## config.mk

```make
export PLATFORM = sky130hd
export DESIGN_NAME = instruction_fetch
export DESIGN_NICKNAME = d
export VERILOG_FILES = /design/src/rtl/instruction_fetch.sv
export SDC_FILE = /design/constraint.sdc
export NUM_CORES = 1
export LEC_CHECK = 0
export ABC_AREA = 1
export CELL_PAD_IN_SITES_DETAIL_PLACEMENT = 0
export CELL_PAD_IN_SITES_GLOBAL_PLACEMENT = 2
export CORE_MARGIN = 2
export CORE_UTILIZATION = 28
export CTS_CLUSTER_DIAMETER = 50
export DETAILED_ROUTE_END_ITERATION = 10
export GPL_TIMING_DRIVEN = 0
export HOLD_SLACK_MARGIN = 0.1
export PLACE_DENSITY = 0.93
export SYNTH_ARGS = -nofsm -noshare
export SYNTH_HDL_FRONTEND = slang
export SYNTH_SLANG_ARGS = --single-unit
```

## constraint.sdc

```tcl
create_clock -name clk -period 9.3 [get_ports clk]
set_clock_uncertainty 0.05 [all_clocks]
set_input_delay 1.86 -clock clk [delete_from_list [all_inputs] [get_ports clk]]
set_output_delay 1.86 -clock clk [all_outputs]
set_load 0.01 [all_outputs]
```

## src/rtl/instruction_fetch.sv

```systemverilog
// rtl/instruction_fetch.sv - PC owner and 2-entry fetch queue between instruction memory and decode
// Optional IF_WRAP_EN: PC wraps to 0 at end of memory instead of entering HALT.
module instruction_fetch #(
    parameter int DEPTH = 32,
    parameter int AW    = $clog2(DEPTH)
) (
    input  logic        clk,
    input  logic        rst,
    output logic [31:0] imem_addr,
    input  logic [31:0] imem_data,
    input  logic        branch_valid,
    input  logic [31:0] branch_target,
    output logic        out_valid,
    input  logic        out_ready,
    output logic [31:0] out_instr,
    output logic [31:0] out_pc,
    output logic        halted
);

    typedef enum logic {RUN, HALT} state_t;

    state_t        state, state_next;
    logic [AW-1:0] pc, pc_next;
    logic [1:0]    count;
    logic [31:0]   q_instr [2];
    logic [AW-1:0] q_pc    [2];
    logic          pop, fetch, wr_idx;
    logic          branch_unused;

    assign branch_unused = ^branch_target[31:AW];

    always_comb begin
        state_next = state;
        pc_next    = pc;
        pop        = (count != 2'd0) & out_ready;
        fetch      = (state == RUN) & ~branch_valid & ((count < 2'd2) | pop);
        // After a pop from a one-deep queue the new word lands in the head slot
        wr_idx     = pop ? 1'b0 : count[0];
        if (branch_valid) begin
            state_next = RUN;
            pc_next    = branch_target[AW-1:0];
        end else if (fetch) begin
            if (pc == AW'(DEPTH - 1)) begin
`ifdef IF_WRAP_EN
                pc_next = '0;
`else
                state_next = HALT;
`endif
            end else begin
                pc_next = pc + 1'b1;
            end
        end
    end

    always_ff @(posedge clk) begin
        if (!rst) begin
            state      <= RUN;
            pc         <= '0;
            count      <= 2'd0;
            q_instr[0] <= '0;
            q_instr[1] <= '0;
            q_pc[0]    <= '0;
            q_pc[1]    <= '0;
        end else begin
            state <= state_next;
            pc    <= pc_next;
            if (branch_valid) begin
                count <= 2'd0;
            end else begin
                if (pop && count == 2'd2) begin
                    q_instr[0] <= q_instr[1];
                    q_pc[0]    <= q_pc[1];
                    if (fetch) begin
                        q_instr[1] <= imem_data;
                        q_pc[1]    <= pc;
                    end
                end else if (fetch) begin
                    q_instr[wr_idx] <= imem_data;
                    q_pc[wr_idx]    <= pc;
                end
                count <= count + {1'b0, fetch} - {1'b0, pop};
            end
        end
    end

    assign imem_addr = {{(32-AW){1'b0}}, pc};
    assign out_valid = (count != 2'd0);
    assign out_instr = q_instr[0];
    assign out_pc    = {{(32-AW){1'b0}}, q_pc[0]};
`ifdef IF_WRAP_EN
    assign halted    = 1'b0;
`else
    assign halted    = (state == HALT);
`endif

endmodule

```

==> results.ini, run 1 <==
[run_status]
run_status=complete, no violations

[logic_synthesis]
netlist_area_um2=4010
syn_avg_cell_area_um2=10.8
synth_common_cells=74 x edfxtp_1, 55 x buf_4, 52 x nand2_1
synth.most_common_cell=edfxtp_1
synth_edf_count=74
synthTopCellsByArea=edfxtp_1 55%, buf_4 10%, nand2_1 4.9%
ys.warnings.count=0
synthFlopType=edfxtp_1
async_flop_share=0
synth_cell_types=26
ys_ff_latch=82
synth_top_area_frac=0.554
synthCells=370
yosysTopAreaCell=edfxtp_1
synth_seq_area_share=0.594

[global_routing]
grt_use_met2=0.175
grt.busiest_layer=met2
antenna_found_initial=0
gr-total-overflow=0
grt_util_met3=0.0279
grt_max_degree=38
grt_util_all_layers=0.105
grt_pass1_wl_um=12100
grt_pass1_vias=2525
grtUsageMet1=0.128

[cts]
cts_buffers=9
post_cts_resized=0
cts.sinks=82
cts.hold.buffers_added=0
clkLatencyLatePin_ns=0.33
tritoncts=built
cts_root_buffer=clkbuf_16
path_clk_slew_ns=0.06
cts_buffer_depth=2
cts_max_level=3
post_cts_buffers=0

[routing]
wl_per_cell_um=11.2
drc=0
drtAntennaViolNets=0
drt-initial-drc-count=196
drtPass1Iterations=4
drt-total-wl_um=7890
via_per_inst=3.89
vias=2741

[critical_path]
cp_slowest_cell=clkdlybuf4s50_1
start_kind=primary input
critPathMaxStageDelay_ns=0.51
cp.required_ns=9.29
timing.critical_path.buf_inv=6
crit_arrival_ns=4.06
worstSetupEndpointType=flip-flop
cp_cell_sequence=clkdlybuf4s50_1 > inv_1 > nand2_1 > nand2_4 > nor2_4 > nand3_2 > clkbuf_2 > o211ai_1 > buf_4 > buf_6 > buf_4
cp_max_fo=10
crit_family=buffers and inverters
crit_type=in2reg
cpMostUsedCell=buf_4

[flow_run]
cap_violations=0

[pwr]
total_power_uw=914
ir_drop_mv=0.0796
p_per_area_nw_per_um2=164
p_leak_uw=0.00243

[sta]
finalCritPeriodShare=0.437
period_needed_ns=4.06
rsz0062_at_grt=false
setup_violations=0
setup_tns_ns=0
fmax_mhz=246
finalHoldViolCount=0
worst_pin_slew_ns=0.915
relSlewSlack=0.390
slew_violations=0

[floorplan]
initial_core_util=0.288
row_count=43
die_x_um=124
core-area_um2=13900
pin_count=166
die_h_um=124
dieArea_um2=15300

[worst_hold_path]
hold_class=reg2reg

[cells_and_area]
nNetsFinal=593
diodes=0
drive_above_1_share=0.227
area_growth_pct=39.2

[place]
port_buffers=83
gp_congestion=0.722
hpwl_um=5960

==> worst register-to-register path: cells and delay by family, from the launching register on <==
| family | cells | cell delay, ns |
|---|---|---|
| AOI/OAI and AO/OA | 1 | 0.36 |
| buffers and inverters | 4 | 0.84 |
| DFF | 1 | 0.35 |
| and+or+nand+nor | 4 | 0.47 |
==> through the flow <==
stage / setup WS (ns) / area, um2 / utilization / hold WS (ns) / std cells
global route: 5.03 / 5580 / 0.401 / 0.499 / 705
global placement: 3.41 / 5270 / 0.378 / 0.455 / 686
detailed placement: 4.84 / 5300 / 0.380 / 0.460 / 690
finish: 5.24 / 5580 / 0.401 / 0.470 / 705
floorplan: 4.90 / 4210 / - / 0.450 / 423
CTS: 5.20 / 5580 / 0.401 / 0.474 / 705
==> routing by layer <==
metal  vias up  routed length, um  part of all wire
met4         0                112             0.014
met3         9                673             0.085
met1      1218               3320              0.42
met2       114               3780              0.48
li1       1400                  -                 -
met5         -                  0                 0
==> cells in the final DEF (no fill, tap or decap), drive strengths merged, types with 8 or more instances in the layout <==
cell type	count
dfxtp	8
inv	49
nor2	49
buf	69
nand2	56
edfxtp	74
o21ai	41
clkbuf	10
nand3	8
conb	54
clkdlybuf4s50	83
==> registers in the layout, summed over array words and instances (netlist names) <==
signal and cells:
halted 1, q_pc 10, pc 5, q_instr 64, count 2
==> final timing paths <==
path                  startpoint                        to  slack, ns  cells past startpoint
max                    out_ready  q_instr[0][19]$_DFFE_PP_       5.24                     11
min           pc[3]$_SDFFE_PN0P_        pc[3]$_SDFFE_PN0P_       0.47                      2
max reg2reg  count[1]$_SDFF_PP0_  q_instr[0][19]$_DFFE_PP_       6.96                      9
min reg2reg   pc[3]$_SDFFE_PN0P_        pc[3]$_SDFFE_PN0P_       0.47                      2
==> power by group <==
part / switching, uW / total (uW) / internal [uW]
Clock: 137 / 341 / 204
Sequential: 9.47 / 440 / 430
Combinational: 63.7 / 133 / 69.7
Total: 210 / 914 / 704
==> final cells by class <==
class / instances / area, um2
flip-flops and latches: 82 / 2380
clock inverters: 6 / 58.8
repair buffers: 87 / 865
multi-input cells: 226 / 1110
fillers: 1344 / 8350
well taps: 180 / 225
plain buffers: 66 / 531
inverters: 49 / 184
clock buffers: 9 / 225
==> cell families (layout without fill, tap and decap cells) <==
logic type	after synthesis	after routing	synth area share
and+or+nand+nor	118	118	0.129
buffers and inverters	115	217	0.178
DFF	82	82	0.594
AOI/OAI and AO/OA	49	49	0.0833
adders and majority gates	4	4	0.0125
other	1	54	0.000935
xor gates and xnor gates	1	1	0.00218
(Power assumes the default switching activity.)
==> run 2: changes to the inputs <==
Settings changed: CORE_UTILIZATION 28 to 26, PLACE_DENSITY 0.93 to 0.88.
Clock period 9.3 ns to 3.9 ns, I/O delays scaled along.
==> run 2 against run 1 <==
Core utilization shrank 3.1 points. Hold slack gained 0.0010 ns. Via count shrank 0.69%. Die area grew 7.4%. Cell count grew 1.1%. Global-route usage shrank 0.46 points. Clock power grew 140%. Critical path depth shrank 1. Routed wire length grew 3.0%. Largest cell class unchanged.
==> results.ini, run 2 (same netlist as run 1, synthesis figures left out) <==
[run_status]
run_status=complete, no violations

[routing]
drt-initial-drc-count=115  ; -41%
highest_layer=met5
wl_met1_um=3790  ; +14%
drtPass1Iterations=4  ; unchanged
drtAntennaViolNets=0  ; unchanged
vias=2722  ; -0.69%
met3_length_um=610  ; -9.4%
met2_length_um=3630  ; -4.0%
drt-total-wl_um=8130  ; +3.0%
wl_per_cell_um=11.4  ; +1.8%
via_per_inst=3.82  ; -1.8%
drc=0  ; unchanged

[cells_and_area]
design_area_um2=5600  ; +0.25%
area_growth_pct=39.6
final_common_cell=clkdlybuf4s50_1
reg_top3=q_instr x64, q_pc x10, pc x5
layout.filler_cells=1488  ; +11%
largest_reg_flops=64  ; unchanged
stdcell_count=713  ; +1.1%
drive_above_1_share=0.227  ; unchanged
final_cell_mix=83 x clkdlybuf4s50_1, 74 x edfxtp_1, 57 x buf_4
nNetsFinal=592  ; -0.17%
top_register=q_instr
diodes=0  ; unchanged

[sta]
finalHoldViolCount=0  ; unchanged
setup_tns_ns=0  ; unchanged
rsz0062_at_grt=false
setup_violations=0  ; unchanged
setup_slack_ns=0.888  ; -4.35 ns
fmax_mhz=332
finalCritPeriodShare=0.772
worst_pin_slew_ns=0.984  ; +0.0693 ns
period_needed_ns=3.01
relSlewSlack=0.341  ; -0.0491
slew_violations=0  ; unchanged

[critical_path]
worstSetupEndpointType=flip-flop
rrSetupSlack_ns=1.50  ; -5.46 ns
cp_max_fo=11  ; +1
r2r_cells=4  ; -5
cp.required_ns=3.88  ; -5.41 ns
reg2reg_from=count[1]$_SDFF_PP0_
crit_type=in2reg
start_kind=primary input
cp-startpoint=out_ready
rr_endpoint=q_instr[0][31]$_DFFE_PP_
crit_arrival_ns=2.99  ; -1.07 ns

[worst_hold_path]
hold_path_depth=2  ; unchanged
hold_end=q_instr[0][25]$_DFFE_PP_
min_from=q_instr[1][25]$_DFFE_PP_
hold_class=reg2reg

[global_routing]
grt_pass1_wl_um=12700  ; +5.0%
grt_util_all_layers=0.100  ; -0.00456
grt_max_degree=38  ; unchanged
gr-total-overflow=0  ; unchanged
grt_pass1_vias=2631  ; +4.2%
antenna_found_initial=0  ; unchanged

[pwr]
switchingPower_uw=517  ; +150%
swShare=0.234  ; +0.00461
p_per_area_nw_per_um2=394  ; +140%
seq_power_share=0.476  ; -0.005
p_int_uw=1690  ; +140%
total_power_uw=2200  ; +140%
ir_drop_mv=0.197  ; +150%
clkPwrFrac=0.379  ; +0.006
pwr-share-comb=0.145  ; about the same
p_leak_uw=0.00243  ; -0.18%

[cts]
post_cts_resized=0  ; unchanged
cts_buffers=9  ; unchanged
cts_max_level=3  ; unchanged
tritoncts=built
path_clk_slew_ns=0.06  ; about the same
cts_root_buffer=clkbuf_16
clkLatencyLatePin_ns=0.33  ; about the same
cts.hold.buffers_added=0  ; unchanged
cts_buffer_depth=2  ; unchanged
post_cts_buffers=0  ; unchanged
cts.sinks=82  ; unchanged

[floorplan]
row_count=45  ; +4.7%
core-area_um2=15100  ; +8.7%
dieArea_um2=16400  ; +7.4%
pin_count=166  ; unchanged
initial_core_util=0.265  ; -0.0230
die_h_um=128  ; +3.7%
die_x_um=128  ; +3.7%

[place]
hpwl_um=6180  ; +3.6%
place_inst=697  ; +1.0%
gp_congestion=0.717  ; -0.72%
port_buffers=83  ; unchanged
post-place-ws_ns=0.496  ; -4.35 ns
placed_area_um2=5300  ; about the same

[flow_run]
cap_violations=0  ; unchanged

==> run 2: changes by cell type in the layout (fill, tap and decap cells not counted), sizes merged <==
cell and delta:
buf -1, clkbuf +1, clkinv -2, clkinvlp +1
inv +1
==> run 2: stage by stage <==
step                      hold slack [ns]  utilization
after floorplan                     0.450            -
after global placement              0.437        0.348
after detailed placement            0.459        0.350
after CTS                           0.472        0.370
after global routing                0.493        0.370
final                               0.471        0.370
==> run 2: metal layers <==
layer	GRT usage	vias to the layer above
li1	-	1399
met4	0.0349	2
met5	0	-
met2	0.167	121
met1	0.124	1191
met3	0.0301	9
==> run 2: power by group through the flow <==
stage	logic, uW	registers, uW	clock network [uW]
finish	320	1050	835
global route	350	1060	893
CTS	322	1050	855
detailed placement	321	1070	0
global placement	312	1070	0
floorplan	155	1080	0
==> run 2: layout make-up <==
class | count | area [um2] | share of cell area
multi-input cells | 226 | 1110 | 0.199
clock inverters | 6 | 66.3 | 0.0118
flip-flops and latches | 82 | 2380 | 0.426
repair buffers | 86 | 857 | 0.153
clock buffers | 10 | 229 | 0.0409
inverters | 49 | 184 | 0.0329
well taps | 188 | 235 | 0.0420
plain buffers | 66 | 531 | 0.0948
==> run 2: critical path, cell delays in order <==
cell             delay [ns]
clkdlybuf4s50_1        0.51
inv_1                  0.05
nand2_1                0.13
nand2_4                0.08
nor2_4                 0.13
nand3_2                0.09
clkbuf_2               0.20
o211ai_1               0.46
buf_4                  0.34
buf_4                  0.22
==> run 2: worst max path at each step <==
stage	to	slack, ns	cells after the start
after detailed placement	q_instr[0][28]$_DFFE_PP_	0.50	10
after global routing	q_instr[0][31]$_DFFE_PP_	0.69	10
after floorplan	q_instr[0][0]$_DFFE_PP_	0.58	2
after CTS	q_instr[0][31]$_DFFE_PP_	0.85	10
after global placement	q_instr[0][16]$_DFFE_PP_	-0.78	3
final	q_instr[0][31]$_DFFE_PP_	0.89	10
==> run 3: changes to the inputs <==
Settings changed: CORE_UTILIZATION 26 to 23, PLACE_DENSITY 0.88 to 0.83.
Clock period 3.9 ns to 2.5 ns, I/O delays scaled along.
==> run 3 against run 2 <==
Sequential power up 56%. Final area up 1.7%. Cell count up 5.6%. Sequential share of layout area down 0.73 points. Power up 57%. Core utilization down 3.8 points. Hold slack worse by 0.019 ns.
==> results.ini, run 3 (same netlist as run 1, synthesis figures left out) <==
[sta]
setup_violations=0  ; unchanged
finalHoldViolCount=0  ; unchanged
worst_pin_slew_ns=0.918  ; -0.0661 ns
slew_violations=0  ; unchanged
finalCritPeriodShare=0.824
rsz0062_at_grt=false
fmax_mhz=486
period_needed_ns=2.06
relSlewSlack=0.388  ; +0.0469

[flow_run]
cap_violations=0  ; unchanged

[routing]
drt-initial-drc-count=144  ; +25%
vias=2754  ; +1.2%
drt-total-wl_um=8410  ; +3.5%
wl_per_cell_um=11.2  ; -2.0%
drtAntennaViolNets=0  ; unchanged
drtPass1Iterations=4  ; unchanged
via_per_inst=3.66  ; -4.2%
drc=0  ; unchanged

[cts]
cts_root_buffer=clkbuf_16
cts_max_level=3  ; unchanged
cts.hold.buffers_added=0  ; unchanged
cts.sinks=82  ; unchanged
tritoncts=built
clkLatencyLatePin_ns=0.34  ; about the same
path_clk_slew_ns=0.06  ; about the same
cts_buffers=9  ; unchanged
cts_buffer_depth=2  ; unchanged

[worst_hold_path]
min_from=pc[3]$_SDFFE_PN0P_
hold_end=pc[3]$_SDFFE_PN0P_
hold_class=reg2reg
hold_path_depth=2  ; unchanged

[cells_and_area]
final_cell_mix=81 x clkdlybuf4s50_1, 74 x edfxtp_1, 58 x buf_4
stdcell_count=753  ; +5.6%
final_util=0.332  ; -0.0380
nNetsFinal=595  ; +0.51%
largest_reg_flops=64  ; unchanged
reg_top3=q_instr x64, q_pc x10, pc x5
top_register=q_instr
drive_above_1_share=0.237  ; +0.0101
final_common_cell=clkdlybuf4s50_1
diodes=0  ; unchanged
design_area_um2=5690  ; +1.7%
area_growth_pct=42.0

[global_routing]
grt_pass1_wl_um=12900  ; +1.2%
grt_util_all_layers=0.0915  ; -0.00890
grt_pass1_vias=2679  ; +1.8%
antenna_found_initial=0  ; unchanged
gr-total-overflow=0  ; unchanged
grt_max_degree=38  ; unchanged

[critical_path]
crit_type=in2reg
worstSetupEndpointType=flip-flop
start_kind=primary input
r2r_cells=9  ; +5
crit_arrival_ns=2.06  ; -0.93 ns
rr_endpoint=q_instr[0][14]$_DFFE_PP_
cp_max_fo=10  ; -1
cp.required_ns=2.50  ; -1.38 ns
cp-startpoint=out_ready
rrSetupSlack_ns=0.44  ; -1.06 ns
reg2reg_from=count[1]$_SDFF_PP0_

[floorplan]
initial_core_util=0.233  ; -0.0313
core-area_um2=17200  ; +13%
pin_count=166  ; unchanged
row_count=48  ; +6.7%
die_x_um=136  ; +6.1%
die_h_um=136  ; +6.1%
dieArea_um2=18500  ; +13%

[pwr]
ir_drop_mv=0.290  ; +47%
total_power_uw=3450  ; +57%
p_leak_uw=0.00248  ; +1.8%
p_per_area_nw_per_um2=606  ; +54%

[place]
port_buffers=83  ; unchanged
placed_area_um2=5380  ; +1.5%
gp_congestion=0.723  ; +0.88%
hpwl_um=6350  ; +2.8%
place_inst=735  ; +5.5%

[run_status]
run_status=complete, no violations

run 3: changes by cell type in the layout (fill, tap and decap cells not counted), sizes merged:
cell	change
buf	+4
clkinv	+3
clkbuf	-2
clkdlybuf4s50	-2
dlymetal6s2s	+2
clkinvlp	-1
inv	-1
run 3: through the flow:
step / setup TNS, ns / setup slack, ns / hold WS (ns)
2_1_floorplan: -16.14 / -0.436 / 0.450
3_3_place_gp: -76.06 / -1.94 / 0.437
3_5_place_dp: -19.84 / -0.538 / 0.441
4_1_cts: 0 / 0.0111 / 0.445
5_1_grt: 0 / 0.255 / 0.474
6_report: 0 / 0.440 / 0.453
run 3: worst max path at each step:
stage	slack, ns	cells past startpoint	endpoint
floorplan	-0.44	2	q_instr[0][0]$_DFFE_PP_
global placement	-1.94	3	q_instr[0][17]$_DFFE_PP_
detailed placement	-0.54	11	q_instr[0][17]$_DFFE_PP_
CTS	0.01	11	q_instr[0][16]$_DFFE_PP_
global route	0.26	11	q_instr[0][16]$_DFFE_PP_
finish	0.44	11	q_instr[0][14]$_DFFE_PP_
run 3: what timing repair did:
action | CTS | global route
endpoints found under the setup margin | 19 | 18
resized for setup | 0 | 3
setup buffers | 1 | 1
run 3: worst max-delay path, stage by stage:
cell            delay (ns)
dlymetal6s2s_1        0.18
inv_1                 0.07
nand2_1               0.15
nand2_4               0.08
nor2_4                0.13
nand3_2               0.10
buf_2                 0.19
o211ai_1              0.15
buf_6                 0.19
buf_6                 0.16
buf_6                 0.16
run 3: area by class of cell:
| cell class | instances | area (um2) |
|---|---|---|
| multi-input cells | 226 | 1120 |
| clock inverters | 7 | 70.1 |
| well taps | 225 | 282 |
| repair buffers | 89 | 892 |
| clock buffers | 9 | 225 |
| inverters | 49 | 184 |
| fillers | 1772 | 11500 |
| plain buffers | 66 | 534 |
| flip-flops and latches | 82 | 2380 |
run 3: layer usage:
layer  GRT usage  share of wire  up-vias
met5           0              0        -
met4      0.0446          0.021        0
met3      0.0272          0.086       11
met2       0.147           0.46      127
met1       0.112           0.43     1205
li1            -              -     1411
run 3: where the power goes:
group	leakage, uW	internal, uW	switching [uW]	total [uW]
clock	0.000145	771	537	1310
sequential	0.000843	1600	36.0	1640
combinational	0.00149	264	245	509
total	0.00248	2640	817	3450
